===== config.mk =====
export PLATFORM = sky130hd
export DESIGN_NAME = nibble_serial_sub_ctrl_flat
export DESIGN_NICKNAME = d
export VERILOG_FILES = /design/src/rtl/nibble_serial_sub_ctrl_pkg.sv /design/src/rtl/nibble_serial_sub_ctrl_if.sv /design/src/rtl/nibble_borrow_sub.sv /design/src/rtl/nibble_serial_sub_ctrl.sv /design/src/flat_wrapper.sv
export SDC_FILE = /design/constraint.sdc
export NUM_CORES = 1
export LEC_CHECK = 0
export ABC_AREA = 1
export CAP_MARGIN = 20
export CORE_MARGIN = 1.5
export CORE_UTILIZATION = 54
export CTS_CLUSTER_SIZE = 12
export DETAILED_ROUTE_END_ITERATION = 12
export GPL_TIMING_DRIVEN = 0
export PLACE_DENSITY_LB_ADDON = 0.12
export SLEW_MARGIN = 0
export SYNTH_ARGS = -nofsm -noshare
export SYNTH_HDL_FRONTEND = slang
export SYNTH_SLANG_ARGS = --single-unit

===== constraint.sdc =====
create_clock -name clk -period 5.4 [get_ports clk]
set_input_delay 1.08 -clock clk [delete_from_list [all_inputs] [get_ports clk]]
set_output_delay 1.08 -clock clk [all_outputs]
set_load 0.1 [all_outputs]

===== src/rtl/nibble_serial_sub_ctrl_pkg.sv =====
// ============================================================================
// Module  : nibble_serial_sub_ctrl_pkg
// Brief   : FSM encodings and width-check helper for the nibble-serial subtractor.
// Rev     : 1.0  initial release
// ============================================================================
`default_nettype none

package nibble_serial_sub_ctrl_pkg;

  typedef enum logic [1:0] {
    ST_IDLE = 2'd0,
    ST_RUN  = 2'd1,
    ST_DONE = 2'd2
  } state_t;

  localparam int c_NIB_BITS = 4;

  // Legal widths are whole nibbles, at least one nibble.
  function automatic bit nib_width_ok(input int w);
    return (w >= c_NIB_BITS) && ((w % c_NIB_BITS) == 0);
  endfunction

endpackage

`default_nettype wire


===== src/rtl/nibble_serial_sub_ctrl_if.sv =====
// ============================================================================
// Module  : nibble_serial_sub_ctrl_if
// Brief   : Operand (valid/ready) and result (valid/ready) bundle for the subtractor.
// Rev     : 1.0  initial release
// ============================================================================
`default_nettype none

interface nibble_serial_sub_ctrl_if #(
  parameter int WIDTH = 16
);
  logic             in_valid;
  logic             in_ready;
  logic [WIDTH-1:0] a;
  logic [WIDTH-1:0] b;
  logic             bin;
  logic             out_valid;
  logic             out_ready;
  logic [WIDTH-1:0] d;
  logic             bout;
  logic             zero;

  // Block-side view
  modport slave (
    input  in_valid, a, b, bin, out_ready,
    output in_ready, out_valid, d, bout, zero
  );

  // Producer/consumer-side view
  modport master (
    output in_valid, a, b, bin, out_ready,
    input  in_ready, out_valid, d, bout, zero
  );
endinterface

`default_nettype wire


===== src/rtl/nibble_borrow_sub.sv =====
// ============================================================================
// Module  : nibble_borrow_sub
// Brief   : Combinational 4-bit borrow-propagate subtract slice (d = a - b - bi).
// Rev     : 1.0  initial release
// ============================================================================
`default_nettype none

module nibble_borrow_sub (
  input  wire logic [3:0] i_a,
  input  wire logic [3:0] i_b,
  input  wire logic       i_bi,
  output logic      [3:0] o_d,
  output logic            o_bo
);

  logic [4:0] w_br;

  assign w_br[0] = i_bi;

  for (genvar i = 0; i < 4; i++) begin : g_bit
    assign o_d[i]    = i_a[i] ^ i_b[i] ^ w_br[i];
    assign w_br[i+1] = (~(i_a[i] ^ i_b[i]) & w_br[i]) | (~i_a[i] & i_b[i]);
  end

  assign o_bo = w_br[4];

endmodule

`default_nettype wire


===== src/rtl/nibble_serial_sub_ctrl.sv =====
// ============================================================================
// Module  : nibble_serial_sub_ctrl
// Brief   : WIDTH-bit subtractor built from one time-shared 4-bit slice, LSB nibble first.
// Rev     : 1.0  initial release
// ============================================================================
`default_nettype none

module nibble_serial_sub_ctrl
  import nibble_serial_sub_ctrl_pkg::*;
#(
  parameter int WIDTH = 16
) (
  input wire logic              clk,
  input wire logic              rst,
  nibble_serial_sub_ctrl_if.slave bus
);

  localparam int c_NIB   = WIDTH / 4;
  localparam int c_CNT_W = (c_NIB > 1) ? $clog2(c_NIB) : 1;
  localparam logic [c_CNT_W-1:0] c_CNT_LAST = c_CNT_W'(c_NIB - 1);

  if (!nib_width_ok(WIDTH)) begin : g_width_err
    $error("nibble_serial_sub_ctrl: WIDTH must be a multiple of 4 and >= 4");
  end

  state_t             r_state;
  logic [WIDTH-1:0]   r_a_sh;
  logic [WIDTH-1:0]   r_b_sh;
  logic [WIDTH-1:0]   r_res;
  logic [WIDTH-1:0]   r_d;
  logic [c_CNT_W-1:0] r_cnt;
  logic               r_borrow;
  logic               r_bout;
  logic               r_zero;
  logic               r_out_valid;

  logic [3:0]         w_nib_d;
  logic               w_nib_bo;
  logic [WIDTH-1:0]   w_res_next;

  nibble_borrow_sub u_slice (
    .i_a  (r_a_sh[3:0]),
    .i_b  (r_b_sh[3:0]),
    .i_bi (r_borrow),
    .o_d  (w_nib_d),
    .o_bo (w_nib_bo)
  );

  // New nibble enters at the MSB end so after NIB steps nibble 0 sits at the LSB.
  if (c_NIB == 1) begin : g_res_single
    assign w_res_next = w_nib_d;
  end else begin : g_res_shift
    assign w_res_next = {w_nib_d, r_res[WIDTH-1:4]};
  end

  always_ff @(posedge clk) begin
    if (rst) begin
      r_state     <= ST_IDLE;
      r_a_sh      <= '0;
      r_b_sh      <= '0;
      r_res       <= '0;
      r_d         <= '0;
      r_cnt       <= '0;
      r_borrow    <= 1'b0;
      r_bout      <= 1'b0;
      r_zero      <= 1'b0;
      r_out_valid <= 1'b0;
    end else begin
      case (r_state)
        ST_IDLE: begin
          if (bus.in_valid) begin
            r_a_sh   <= bus.a;
            r_b_sh   <= bus.b;
            r_borrow <= bus.bin;
            r_cnt    <= '0;
            r_state  <= ST_RUN;
          end
        end
        ST_RUN: begin
          r_a_sh   <= r_a_sh >> 4;
          r_b_sh   <= r_b_sh >> 4;
          r_res    <= w_res_next;
          r_borrow <= w_nib_bo;
          r_cnt    <= r_cnt + c_CNT_W'(1);
          if (r_cnt == c_CNT_LAST) begin
            r_d         <= w_res_next;
            r_bout      <= w_nib_bo;
            r_zero      <= (w_res_next == '0);
            r_out_valid <= 1'b1;
            r_state     <= ST_DONE;
          end
        end
        ST_DONE: begin
          if (bus.out_ready) begin
            r_out_valid <= 1'b0;
            r_state     <= ST_IDLE;
          end
        end
        default: r_state <= ST_IDLE;
      endcase
    end
  end

  assign bus.in_ready  = (r_state == ST_IDLE);
  assign bus.out_valid = r_out_valid;
  assign bus.d         = r_d;
  assign bus.bout      = r_bout;
  assign bus.zero      = r_zero;

endmodule

`default_nettype wire


===== src/flat_wrapper.sv =====
// flat-port wrapper written by rule: the top's interface ports become plain ports
module nibble_serial_sub_ctrl_flat import nibble_serial_sub_ctrl_pkg::*;
#(
  parameter int WIDTH = 16
)
  (clk, rst, bus_in_valid, bus_a, bus_b, bus_bin, bus_out_ready, bus_in_ready, bus_out_valid, bus_d, bus_bout, bus_zero);
  nibble_serial_sub_ctrl_if #(.WIDTH(WIDTH)) bus_i ();
  input wire logic clk;
  input wire logic rst;
  input wire logic [$bits(bus_i.in_valid)-1:0] bus_in_valid;
  input wire logic [$bits(bus_i.a)-1:0] bus_a;
  input wire logic [$bits(bus_i.b)-1:0] bus_b;
  input wire logic [$bits(bus_i.bin)-1:0] bus_bin;
  input wire logic [$bits(bus_i.out_ready)-1:0] bus_out_ready;
  output wire logic [$bits(bus_i.in_ready)-1:0] bus_in_ready;
  output wire logic [$bits(bus_i.out_valid)-1:0] bus_out_valid;
  output wire logic [$bits(bus_i.d)-1:0] bus_d;
  output wire logic [$bits(bus_i.bout)-1:0] bus_bout;
  output wire logic [$bits(bus_i.zero)-1:0] bus_zero;
  assign bus_i.in_valid = bus_in_valid;
  assign bus_i.a = bus_a;
  assign bus_i.b = bus_b;
  assign bus_i.bin = bus_bin;
  assign bus_i.out_ready = bus_out_ready;
  assign bus_in_ready = bus_i.in_ready;
  assign bus_out_valid = bus_i.out_valid;
  assign bus_d = bus_i.d;
  assign bus_bout = bus_i.bout;
  assign bus_zero = bus_i.zero;
  nibble_serial_sub_ctrl #(.WIDTH(WIDTH)) u_core (.clk(clk), .rst(rst), .bus(bus_i));
endmodule

## Word level (Yosys, flattened, before mapping)

Index checks and enable logic that the tools add are counted.

| cells by class | value |
|---|---|
| bitwise logic cells | 28 |
| equality and inequality tests | 6 |
| multiplexer cells | 15 |
| add/subtract/negate cells | 1 |
| reduce and logical (&&, ||, !) cells | 8 |

Operator list:

| kind | number |
|---|---|
| $pmux W16 S2 | 2 |
| $mux W16 | 2 |
| $logic_not A16 Y1 | 1 |
| $and A1 B1 Y1 | 8 |
| $mux W2 | 4 |
| $not A1 Y1 | 8 |
| $xor A1 B1 Y1 | 8 |
| $pmux W2 S3 | 1 |
| $reduce_and A3 Y1 | 2 |
| $eq A2 B2 Y1 const B | 2 |
| $ne A2 B2 Y1 const B | 2 |
| $or A1 B1 Y1 | 4 |
| $pmux W1 S2 | 2 |
| $pmux W2 S2 | 1 |
| $reduce_and A2 Y1 | 2 |
| $reduce_bool A2 Y1 | 2 |
| $mux W1 | 3 |
| $add A2 B1 Y2 const B | 1 |
| $eq A2 B1 Y1 const B | 1 |
| $logic_not A2 Y1 | 1 |
| $ne A2 B1 Y1 const B | 1 |

| storage, ports and cells | value |
|---|---|
| logic and storage cells | 68 |
| bits of input ports | 37 |
| output and inout port bits | 20 |
| bits in registers | 72 |

## Longest topological paths before layout

Gate-level depths: netlist of run 1.

| depth | value |
|---|---|
| depth after elaboration | 11 |
| mapped depth | 12 |
| depth with buffers taken out | 12 |

## By module

A second synthesis of run 1 with hierarchy kept.

| second synthesis, totals | value |
|---|---|
| cell total of the unflattened synthesis | 331 |
| area total of the unflattened synthesis | 2,681.3 um^2 |

Modules (own cells, without submodules):

| module | cells an instance | times used | seq. area each (um^2) | area an instance (um^2) |
|---|---|---|---|---|
| nibble_serial_sub_ctrl | 317 | 1 | 1,361.3 | 2,563.7 |
| nibble_borrow_sub | 14 | 1 | 0.0 | 117.6 |

## Worst setup path before layout of run 1

No wires, ideal clock.

| timing path | value |
|---|---|
| path kind | reg-to-output |
| start point | register u_core.r_state[1] |
| end point | output port bus_in_ready |
| slack | 2.884 ns |
| path buffers | 1 |
| stages on the path, launching flop included | 3 |
| required time | 4.320 ns |
| arrival | 1.436 ns |
| path through | dfxtp_1 > clkbuf_2 > nor2_2 |

| between the ends | value |
|---|---|
| longest elaborated chain between the ends | 1 |

Ends and longest elaborated chain:

| what | line | RTL |
|---|---|---|
| from (decl) | nibble_serial_sub_ctrl.sv:26 | `state_t r_state;` |
| from (signal assigned) | nibble_serial_sub_ctrl.sv:58 | `r_state <= ST_IDLE;` |
| from (signal assigned) | nibble_serial_sub_ctrl.sv:76 | `r_state <= ST_RUN;` |
| from (signal assigned) | nibble_serial_sub_ctrl.sv:90 | `r_state <= ST_DONE;` |
| $logic_not A2 Y1 | nibble_serial_sub_ctrl.sv:104 | `assign bus.in_ready = (r_state == ST_IDLE);` |
| to (decl) | flat_wrapper.sv:15 | `output wire logic [$bits(bus_i.in_ready)-1:0] bus_in_ready;` |

No other way between the ends.

## Worst setup path after layout of run 1

Ends and elaborated chain as after synthesis.

==> results of run 1 <==
[cell families after synthesis]
group                      Yosys count  synth area share, %
DFF                                 68                 50.5
adders and majority gates            5                 3.44
and+or+nand+nor                     67                 10.9
buffers and inverters               44                 8.12
AOI/OAI and AO/OA                  135                 27.1
[metal layers]
metal  vias up  share of wire (%)  track usage, %
met5         -                  0               0
met4         0                2.1            12.3
met2        88                 52            45.3
met1      1202                 42            33.2
li1       1230                  -               -
met3        16                4.6            4.53
[through the flow]
stage / power (mW) / utilization, % / hold slack, ns
2_1_floorplan: 0.669 / - / 0.429
3_3_place_gp: 0.727 / 70.0 / 0.448
3_5_place_dp: 0.733 / 70.0 / 0.452
4_1_cts: 1.15 / 74.3 / 0.463
5_1_grt: 1.20 / 74.3 / 0.488
6_report: 1.15 / 74.3 / 0.462
[area by class of cell]
| type | instances | area share (%) |
|---|---|---|
| inverters | 21 | 2.23 |
| multi-input cells | 207 | 31.6 |
| clock buffers | 14 | 4.89 |
| repair buffers | 55 | 15.6 |
| well taps | 67 | 2.37 |
| clock inverters | 1 | 0.850 |
| flip-flops and latches | 68 | 38.5 |
| plain buffers | 23 | 3.97 |
[final timing paths]
path,to,slack [ns],depth (start not counted)
setup / recovery,bus_in_ready,1.95,3
hold / removal,u_core.bus.d[5]$_SDFFE_PP0P_,0.46,2
setup reg to reg,u_core.bus.zero$_SDFFE_PP0P_,2.80,12
hold reg to reg,u_core.bus.d[5]$_SDFFE_PP0P_,0.46,2
[sequential cells by signal, summed over array words and instances, names as in the netlist]
signal,flops
u_core.bus.bout,1
u_core.bus.d,16
u_core.bus.out_valid,1
u_core.bus.zero,1
u_core.r_a_sh,16
u_core.r_b_sh,16
u_core.r_borrow,1
u_core.r_cnt,2
u_core.r_res,12
u_core.r_state,2
[power by group through the flow]
stage / combinational (mW) / sequential (mW) / clock, mW
finish: 0.170 / 0.555 / 0.429
CTS: 0.169 / 0.554 / 0.427
global placement: 0.163 / 0.564 / 0
global route: 0.190 / 0.558 / 0.449
detailed placement: 0.168 / 0.565 / 0
floorplan: 0.107 / 0.562 / 0
[worst max-delay path, cell delays in order (launching register included)]
cell             delay [ns]
dfxtp_1                0.30
clkbuf_2               0.20
nor2_2                 0.33
clkdlybuf4s50_1        1.20
[placed cells by master, fill, tap and decap left out, drive strengths merged]
| cell | n |
|---|---|
| dfxtp | 68 |
| nand3 | 10 |
| ha | 1 |
| buf | 13 |
| a211oi | 3 |
| inv | 21 |
| clkdlybuf4s50 | 55 |
| o21ai | 46 |
| nand2 | 35 |
| fa | 4 |
| o31ai | 1 |
| clkbuf | 24 |
| a21oi | 61 |
| o22ai | 24 |
| bufinv | 1 |
| nor2 | 22 |
==> metrics.md, run 1 <==
| Metric | Value |
|---|---|
| Run status | completed |
| Wirelength per Cell | 14.7 um |
| Height of the die | 73.6 um |
| Most repeated cell in the gate-level netlist after synthesis | dfxtp_1 |
| Number of library cell types mapped by synthesis | 25 |
| Port Buf Inserts | 55 |
| Combinational Power Share | 14.8% |
| Sequential cell area | 1360 um2 |
| Synthesized netlist cell count | 319 |
| Number of DRC violations after detailed-routing iteration 0 | 163 |
| Period Utilization, post-route | 63.9% |
| Data arrival time at the worst-slack endpoint | 2.37 ns |
| Leading cell types by total area after synthesis | dfxtp_1, a21oi_1, o21ai_0 |
| Total track usage | 26.8% |
| Total cell area at the placement stage | 3330 um2 |
| Transition time of the tightest slew-check pin | 0.989 ns |
| Clock share of power | 37.2% |
| Multi-input gate area | 1110 um2 |
| Most common library cells after synthesis | dfxtp_1, a21oi_1, nand2_1 |
| Hold Violations, Final | 0 |
| Leftover overflow at the end of global routing | 0 |
| Nets in the synthesized netlist | 361 |
| Predominant post-synthesis flop cell | dfxtp_1 |
| Sequential fraction of the synthesis area | 50.5% |
| Async set-or-reset flop fraction in the synthesized netlist | 0% |
| Reported leakage power | 1.32 nW |
| Initial antenna violation count | 0 |
| DRT antenna net count | 0 |
| Kind of critical path | register to primary output |
| Setup violators final | 0 |
| Floorplan Core Area | 4750 um2 |
| Net switching power | 0.297 mW |
| Syn_area_per_cell | 8.45 um2 |
| Library cell occupying the most area in the post-synthesis netlist | dfxtp_1 |
| Number of filler cells placed in the layout | 432 |
| Placed Cells | 441 |
| Resized Gates After CTS | 0 |
| DP Worst Slack | 2.30 ns |
| Clock slew at the register clock pins of the worst setup and hold paths | 0.07 ns |
| Number of max-capacitance violations reported | 0 |
| Post-layout minimum cycle time | 3.45 ns |
| Total iterations of the first detailed-routing run | 5 |
| Top cell type's share of synthesized area | 50.5% |
| Final setup margin | 1.95 ns |
| Endpoint type of the worst setup path | primary output |
| Number of buffers between clock root and the deepest sink | 2 |
| Worst IR drop on VDD | 0.191 mV |
| Rows | 25 |
| Clock root buffer | clkbuf_8 |
| Share of cells above drive strength 1 | 9.77% |
| Max Fanout on Critical Path | 9 |
| Max_slew headroom | 33.8% |
| Total count of max-transition violations in the final report | 0 |
| Final total negative setup slack | 0 ns |
| Post-CTS Repair Setup Buffers | 0 |
| Total routed wirelength | 6690 um |
| Post-DP HPWL | 4640 um |
| Count of state elements after synthesis | 68 |
| Syn-to-layout area delta | 31.1% |
| Beginning of the worst register-to-register path | u_core.r_borrow$_SDFFE_PP0P_ |
| Path type of the worst min-delay path | register to register |
| Synthesized cell area | 2700 um2 |
| Number of synthesized flops with an enable pin | 0 |
| Total Die Area | 5420 um2 |
| Latest clock arrival within the worst-skew pair | 0.34 ns |
| Worst endpoint required time | 4.32 ns |
| Startpoint of the worst setup timing path | u_core.r_state[1]$_SDFFE_PP0P_ |
| Gpl congestion | 0.823 |
| Pin count of the biggest net entering global routing | 11 |
| Starting utilization of the core area | 56.7% |
| Total number of vias | 2536 |
| Switching part of the total | 25.7% |
| H-tree levels | 3 |
| DRC errors left | 0 |
| Total power density per cell area | 327 nW/um2 |
| Layout Skew | 0.00601 ns |
| RSZ-0062 raised after global routing | no |
| N_diodes | 0 |
| Internal power of the cells | 0.857 mW |
| TritonCTS sink count | 68 |
| Avg Vias per Cell | 5.56 |
| Wire length of the first global-routing pass | 10900 um |
| Min-Delay Startpoint | u_core.bus.d[5]$_SDFFE_PP0P_ |
| Nets | 427 |
| Final Non-Filler Cells | 456 |
| Count of pins on the block boundary | 57 |
| Number of buffers created by CTS | 9 |
| TritonCTS clock tree | built |
| Category of the worst setup path launch point | register |
| Maximum frequency from static timing analysis | 290 MHz |
| Number of hold-repair buffers added at the cts stage | 0 |
| Chip Width | 73.6 um |
| Relative contribution of sequential cells to total power | 48.1% |
| Warnings, synthesis | 0 |
| Via count of the first global-routing pass | 2364 |
| Final std cell area, no fill | 3530 um2 |
(Power assumes the default switching activity.)
==> run 2: changes to the inputs <==
Settings changed: CORE_UTILIZATION 54 to 45.
Clock period 5.4 ns to 2.9 ns, I/O delays scaled along.
==> metrics.md, run 2 (synthesis results as in run 1) <==
| Metric | Value |
|---|---|
| Run status | completed (unchanged) |
| Port Buf Inserts | 55 (unchanged) |
| Most frequent standard cell in the layout excluding fill and tap cells | dfxtp_1 (unchanged) |
| TritonCTS sink count | 68 (unchanged) |
| Reg-to-reg setup timing slack | 0.37 ns (was 2.80 ns) |
| Kind of critical path | register to primary output (unchanged) |
| Height of the die | 80.4 um (was 73.6 um) |
| Reported leakage power | 1.31 nW (was 1.32 nW) |
| Worst IR drop on VDD | 0.349 mV (was 0.191 mV) |
| Initial antenna violation count | 0 (unchanged) |
| Data arrival time at the worst-slack endpoint | 2.09 ns (was 2.37 ns) |
| Nets | 427 (unchanged) |
| Crit-path max cell delay | 0.90 ns (was 1.20 ns) |
| Number of max-capacitance violations reported | 0 (unchanged) |
| H-tree levels | 3 (unchanged) |
| Maximum frequency from static timing analysis | 375 MHz |
| Share of cells above drive strength 1 | 9.74% (was 9.77%) |
| Total routed wirelength | 6450 um (was 6690 um) |
| N_diodes | 0 (unchanged) |
| Hold-critical path depth | 2 (unchanged) |
| Multi-input gate area | 1110 um2 (unchanged) |
| Clock root buffer | clkbuf_8 (unchanged) |
| DRT antenna net count | 0 (unchanged) |
| DRC errors left | 0 (unchanged) |
| RSZ-0062 raised after global routing | no (unchanged) |
| Total power density per cell area | 584 nW/um2 (was 327 nW/um2) |
| Wire length of the first global-routing pass | 10500 um (was 10900 um) |
| Chip Width | 80.4 um (was 73.6 um) |
| Commonest non-fill, non-tap cells in the layout | dfxtp_1, a21oi_1, clkdlybuf4s50_1 (unchanged) |
| Beginning of the worst register-to-register path | u_core.r_b_sh[0]$_SDFFE_PP0P_ (was u_core.r_borrow$_SDFFE_PP0P_) |
| Clock slew at the register clock pins of the worst setup and hold paths | 0.07 ns (about the same) |
| Path type of the worst min-delay path | register to register (unchanged) |
| Rows | 28 (was 25) |
| Pin count of the biggest net entering global routing | 11 (unchanged) |
| Resized Gates After CTS | 1 (was 0) |
| Starting utilization of the core area | 46.1% (was 56.7%) |
| Post-DP HPWL | 4550 um (was 4640 um) |
| Avg Vias per Cell | 5.20 (was 5.56) |
| Final total negative setup slack | 0 ns (unchanged) |
| Via count of the first global-routing pass | 2226 (was 2364) |
| Total number of vias | 2420 (was 2536) |
| Total count of max-transition violations in the final report | 0 (unchanged) |
| Min-Delay Startpoint | u_core.bus.d[12]$_SDFFE_PP0P_ (was u_core.bus.d[5]$_SDFFE_PP0P_) |
| Leftover overflow at the end of global routing | 0 (unchanged) |
| Placed Cells | 449 (was 441) |
| Count of pins on the block boundary | 57 (unchanged) |
| Gpl congestion | 0.809 (was 0.823) |
| Transition time of the tightest slew-check pin | 0.965 ns (was 0.989 ns) |
| Category of the worst setup path launch point | register (unchanged) |
| Number of buffers created by CTS | 9 (unchanged) |
| Worst endpoint required time | 2.32 ns (was 4.32 ns) |
| Latest clock arrival within the worst-skew pair | 0.34 ns (about the same) |
| Number of filler cells placed in the layout | 560 (was 432) |
| Max Fanout on Critical Path | 9 (unchanged) |
| Total iterations of the first detailed-routing run | 4 (was 5) |
| Number of buffers between clock root and the deepest sink | 2 (unchanged) |
| Total track usage | 22.0% (was 26.8%) |
| Post-CTS Repair Setup Buffers | 0 (unchanged) |
| Number of hold-repair buffers added at the cts stage | 0 (unchanged) |
| Critical Path Slowest Stage Cell | dlygate4sd2_1 (was clkdlybuf4s50_1) |
| TritonCTS clock tree | built (unchanged) |
| Post-layout total power | 2.06 mW (was 1.15 mW) |
| Endpoint type of the worst setup path | primary output (unchanged) |
| Layout Skew | 0.00698 ns (was 0.00601 ns) |
| Wirelength per Cell | 13.9 um (was 14.7 um) |
| Post-layout minimum cycle time | 2.67 ns |
| Number of DRC violations after detailed-routing iteration 0 | 99 (was 163) |
| Depth of the worst register-to-register path | 12 (unchanged) |
| Hold Violations, Final | 0 (unchanged) |
| Period Utilization, post-route | 92.0% |
| Total Die Area | 6460 um2 (was 5420 um2) |
| Floorplan Core Area | 5850 um2 (was 4750 um2) |
| Ordered cell list for the critical path | clkbuf_2 -> nor2_2 -> dlygate4sd2_1 (was clkbuf_2 -> nor2_2 -> clkdlybuf4s50_1) |
| Setup violators final | 0 (unchanged) |
| Syn-to-layout area delta | 30.6% (was 31.1%) |
| Max_slew headroom | 35.4% (was 33.8%) |
| Startpoint of the worst setup timing path | u_core.r_state[1]$_SDFFE_PP0P_ (unchanged) |
| Final Non-Filler Cells | 465 (was 456) |
| Sequential cell area | 1360 um2 (unchanged) |
==> run 2: final timing paths <==
kind / endpoint
worst max-delay path: bus_in_ready
worst min-delay path: u_core.bus.d[12]$_SDFFE_PP0P_
worst max register to register: u_core.bus.zero$_SDFFE_PP0P_
worst min register to register: u_core.bus.d[12]$_SDFFE_PP0P_
==> run 2: metrics by stage <==
step                      setup slack, ns  instance area (um2)  util, %  hold WS [ns]
after floorplan                     0.530                 2700        -         0.429
after global placement              0.293                 3340     57.1         0.450
after detailed placement            0.294                 3340     57.1         0.453
after CTS                           0.217                 3520     60.2         0.463
after global routing                0.162                 3520     60.2         0.485
final                               0.232                 3520     60.2         0.461
==> run 2: cell type report <==
type,instances,share of cell area (%)
multi-input combinational,207,31.7
inverter,21,2.24
timing repair buffer,55,15.6
buffer,23,3.98
clock inverter,1,0.142
tap,75,2.67
clock buffer,15,5.01
sequential,68,38.7
==> run 2: power breakdown <==
group	internal (mW)	leakage [nW]	switching, mW	total, mW
sequential	0.992	0.559	0.0397	1.03
clock	0.381	0.0937	0.335	0.716
combinational	0.138	0.656	0.171	0.309
==> run 2: layer usage <==
| metal | vias to the layer above | routed length [um] | share of wire [%] | track usage (%) |
|---|---|---|---|---|
| li1 | 1240 | - | - | - |
| met2 | 53 | 3040 | 47 | 34.5 |
| met3 | 11 | 342 | 5.3 | 7.27 |
| met5 | - | 0 | 0 | 0 |
| met4 | 0 | 93 | 1.4 | 6.72 |
| met1 | 1116 | 2980 | 46 | 28.5 |
==> run 2: critical path, delay by kind of cell (launching register included) <==
family,cells,cell delay (ns)
buffers and inverters,2,1.10
and+or+nand+nor,1,0.35
DFF,1,0.30
